## src/rtl/vram_fill_arbiter.sv

```systemverilog
// vram_fill_arbiter: rectangle-fill blitter sharing the VRAM write port with the CPU, which always wins.
module vram_fill_arbiter #(
    parameter int SCR_W = 200,
    parameter int SCR_H = 150
) (
    input  logic        clk,
    input  logic        rst,
    input  logic        cpu_we_i,
    input  logic [14:0] cpu_addr_i,
    input  logic [7:0]  cpu_data_i,
    input  logic        fill_start_i,
    input  logic [7:0]  fill_x_i,
    input  logic [7:0]  fill_y_i,
    input  logic [7:0]  fill_w_i,
    input  logic [7:0]  fill_h_i,
    input  logic [7:0]  fill_color_i,
    output logic        fill_busy_o,
    output logic        fill_done_o,
    output logic        v_we_o,
    output logic [14:0] v_addr_o,
    output logic [7:0]  v_data_o
);
    typedef enum logic [1:0] {IDLE, SETUP, RUN, DONE} state_t;
    localparam logic [8:0] W9 = 9'(SCR_W);
    localparam logic [8:0] H9 = 9'(SCR_H);
    state_t state;
    logic [7:0] x, y, w, h, color;
    logic [8:0] x_end, y_end, col, row, x_sum, y_sum;
    logic [14:0] row_base;
    logic run_wr;
    assign x_sum = {1'b0, x} + {1'b0, w};
    assign y_sum = {1'b0, y} + {1'b0, h};
    assign run_wr = state == RUN && !cpu_we_i;
    assign fill_busy_o = state != IDLE;
    assign fill_done_o = state == DONE;
    assign v_we_o = cpu_we_i | run_wr;
    assign v_addr_o = run_wr ? row_base + 15'(col) : cpu_addr_i;
    assign v_data_o = run_wr ? color : cpu_data_i;
    always_ff @(posedge clk) begin
        if (rst) begin
            state <= IDLE;
            x <= '0;
            y <= '0;
            w <= '0;
            h <= '0;
            color <= '0;
            x_end <= '0;
            y_end <= '0;
            col <= '0;
            row <= '0;
            row_base <= '0;
        end else begin
            case (state)
                IDLE: if (fill_start_i) begin
                    state <= SETUP;
                    x <= fill_x_i;
                    y <= fill_y_i;
                    w <= fill_w_i;
                    h <= fill_h_i;
                    color <= fill_color_i;
                end
                SETUP: begin
                    x_end <= x_sum < W9 ? x_sum : W9;
                    y_end <= y_sum < H9 ? y_sum : H9;
                    col <= {1'b0, x};
                    row <= {1'b0, y};
                    row_base <= 15'(y) * 15'(SCR_W);
                    state <= (w == 8'd0 || h == 8'd0 || {1'b0, x} >= W9 || {1'b0, y} >= H9) ? DONE : RUN;
                end
                RUN: if (!cpu_we_i) begin
                    if (col == x_end - 9'd1) begin
                        col <= {1'b0, x};
                        if (row == y_end - 9'd1) begin
                            state <= DONE;
                        end else begin
                            row <= row + 9'd1;
                            row_base <= row_base + 15'(SCR_W);
                        end
                    end else begin
                        col <= col + 9'd1;
                    end
                end
                DONE: state <= IDLE;
            endcase
        end
    end
endmodule
```

## config.mk

```make
export PLATFORM = sky130hd
export DESIGN_NAME = vram_fill_arbiter
export DESIGN_NICKNAME = d
export VERILOG_FILES = /design/src/rtl/vram_fill_arbiter.sv
export SDC_FILE = /design/constraint.sdc
export NUM_CORES = 1
export LEC_CHECK = 0
export BUFFER_PORTS_ARGS = -buffer_cell sky130_fd_sc_hd__buf_2
export CAP_MARGIN = 20
export CORE_MARGIN = 1
export CORE_UTILIZATION = 53
export DETAILED_ROUTE_END_ITERATION = 8
export PLACE_DENSITY = 0.78
export RECOVER_POWER = 50
export SLEW_MARGIN = 20
export SYNTH_ARGS = -nofsm -noshare
export SYNTH_HDL_FRONTEND = slang
export SYNTH_SLANG_ARGS = --single-unit
```

## constraint.sdc

```tcl
create_clock -name clk -period 3.2 [get_ports clk]
set_clock_uncertainty 0.05 [all_clocks]
set_input_delay 0.64 -clock clk [delete_from_list [all_inputs] [get_ports clk]]
set_output_delay 0.64 -clock clk [all_outputs]
set_load 0.05 [all_outputs]
```

==> flow_summary.toml <==
[status]
status = "finished, violations left"
violations = "max-capacitance violations, max-slew violations, negative setup slack"

[clock_network]
clkLatencyLatePin_ps = 350
cts_buffers = 9
ctsLongestPathBuffers = 2
h-tree-depth = 3
cts_tree = "yes"
ctsHoldBuffers = 0
clock_sinks = 90
cts-root-buf = "clkbuf_16"
clkTransAtPathRegs_ps = 70

[detailed_routing]
avgRoutedWirePerCell_um = 14.9
drt_pass1_iterations = 5
final_antenna_net_count = 0
drc = 0
first_iter_violations = 311
viasPerCell = 5.61
routed_wl_mm = 16.0
route.vias.total = 6018

[global_route]
grt_max_degree = 45
antenna_found_initial = 0
grt-ovfl-total = 0
grt_pass1_wl_mm = 26.4
grt_pass1_vias = 5454
grt_usage_pct = 26.3

[setup_path]
critPathArrivalTime_ps = 2540
required_ps = 2510
cp_cell_sequence = "ha_4 > a21o_1 > a21oi_2 > o21bai_1 > a21oi_2 > o21bai_1 > nand3_1 > or4_4 > nand3_2 > buf_8"
crit_slowest_cell = "or4_4"
cp-start-kind = "flip-flop"
worstPathMaxFanout = 4
critPathMaxStageDelay_ps = 440
critical_path_class = "flip-flop to primary output"
worst_setup_path_end_kind = "primary output"
cp_top_family = "compound AO/OA/AOI/OAI gates"
worst-path-buf-inv = 1

[die]
core.rowCount = 40
die_area_um2 = 12700
die_y_um = 113
coreArea_um2 = 12000
ios = 93
start_util_pct = 54.2
die_w_um = 113

[timing]
relSlewSlack_pct = -7.37
fin_ws_ps = -26.2
whs_ps = 406
max_freq_mhz = 310
slew_viol_final = 41
period_needed_ps = 3230
hold_viol = 0
period_share_pct = 101
rsz0062_at_grt = "yes"
setup-violations-final = 1
worst_pin_slew_ps = 1610

[synth]
synth_area_per_cell_um2 = 7.77
syn-num-nets = 969
synth.ff_latch_count = 90
synth_edf_count = 0
syn_inst = 834
netlist_area_um2 = 6480
async_flop_share_pct = 0
synth_ff_type = "dfxtp_1"
synth.distinct_cells = 71
yosys_warnings = 0
ys_seq_area_share_pct = 27.8

[power_and_ir_drop]
power_density_nw_per_um2 = 750
p_leak_nw = 3.37
ir_drop_uv = 515

[place]
place_area_um2 = 7080
place_congestion = 0.859
dp_hpwl_mm = 12.0
port_buffers = 92

[cells_and_area]
drive_gt1_share_pct = 17.8
final_net_count = 1056
syn_to_final_growth_pct = 15.4
design_area_um2 = 7480
diodes = 0

[min_path]
hp-class = "flip-flop to flip-flop"

[flow_run]
cap_violations = 1
## cells by family after synthesis
kind of cell / after synthesis / share of synthesized area [%]
DFF: 90 / 27.8
adders and majority gates: 68 / 13.7
and+or+nand+nor: 339 / 24.9
AOI/OAI and AO/OA: 199 / 20.2
muxes: 10 / 1.60
buffers and inverters: 84 / 5.81
xor gates and xnor gates: 44 / 5.95
## path summary, 6_finish.rpt
check | startpoint | to | slack [ps] | depth (start not counted)
worst min register to register | color[4]$_SDFFE_PP0P_ | color[4]$_SDFFE_PP0P_ | 410 | 2
worst min-delay path | color[4]$_SDFFE_PP0P_ | color[4]$_SDFFE_PP0P_ | 410 | 2
worst max-delay path | row_base[4]$_SDFFE_PP0P_ | v_addr_o[14] | -30 | 10
worst max register to register | y[3]$_SDFFE_PP0P_ | row_base[13]$_SDFFE_PP0P_ | 180 | 14
## synthesized netlist by cell type, types with 6 or more instances
library cell / instances / area share [%]
clkbuf_1: 30 / 1.7
o21ai_0: 34 / 2.6
nand2b_1: 13 / 1.3
inv_1: 40 / 2.3
xor2_1: 18 / 2.4
nor2_1: 44 / 2.5
nand2_1: 167 / 9.7
a211oi_1: 12 / 1.4
a31oi_1: 13 / 1.3
nor3_1: 22 / 1.7
xnor2_1: 26 / 3.5
dfxtp_1: 90 / 28
and3_1: 9 / 0.87
nand3_1: 22 / 1.7
a21o_1: 10 / 1.2
a32o_1: 8 / 1.2
a21oi_1: 76 / 5.9
o211ai_1: 6 / 0.70
nor2b_1: 12 / 1.2
mux2i_1: 7 / 1.1
nor4_1: 6 / 0.58
ha_1: 63 / 12
nand3b_1: 8 / 0.93
and2_1: 11 / 1.1
## worst min-delay path: stages, from the launching register on
cell	delay [ps]
dfxtp_1	310
nand2_1	50
a21oi_1	50
## per-stage QoR
stage               utilization [%]  power [mW]  TNS (ps)  std cells  setup slack (ps)
floorplan                         -        3.82     -2.52        834             -2.52
global placement               59.2        4.42         0       1053               184
detailed placement             59.2        4.48         0       1053               122
CTS                            62.1        5.59     -17.3       1071             -17.3
global route                   62.5        6.06      -487       1073              -136
finish                         62.5        5.61     -26.2       1073             -26.2
## state kept, by name, indices dropped and copies added, names as in the netlist
signal    flops
color         8
row_base     12
x             8
col           9
x_end         9
h             8
w             8
y             8
state         2
row           9
y_end         9
## cell usage in the layout (no fill, tap or decap), drive strengths merged, types with 4 or more instances in the layout
cell type    n
nand2      168
buf        113
dfxtp       90
a21oi       77
ha          63
nor2        44
inv         43
o21ai       34
xnor2       26
nor3        23
nand3       22
xor2        18
a211oi      16
clkbuf      16
nand2b      13
a31oi       13
nor2b       12
and2        11
a21o        10
and3         9
nand3b       8
a32o         8
mux2i        7
o211ai       7
nor4         6
o21bai       6
fa           5
or2          4
nor3b        4
or4          4
## power breakdown
part	leakage, nW	total [mW]	internal (mW)	switching (mW)
combinational	2.48	2.82	1.08	1.74
sequential	0.736	1.70	1.37	0.330
clock	0.151	1.09	0.612	0.475
total	3.37	5.61	3.07	2.54
## layer usage
layer	track usage, %	wire [µm]
met1	35.5	7560
met2	42.5	7300
met3	5.35	943
met4	7.20	187
met5	0	0
## final cells by class
| cell class | count | area (µm²) |
|---|---|---|
| flip-flops and latches | 90 | 1810 |
| well taps | 147 | 184 |
| multi-input cells | 660 | 4350 |
| repair buffers | 120 | 687 |
| clock inverters | 7 | 75.1 |
| clock buffers | 9 | 225 |
| fillers | 1102 | 4480 |
| inverters | 40 | 150 |
## timing repair
item | 4_1_cts | 5_1_grt
setup endpoints to repair | 6 | 16
gates resized for setup | 10 | 13
gates cloned | 0 | 0
pin swaps | 5 | 7
setup buffers | 2 | 2
(Power assumes the default switching activity.)
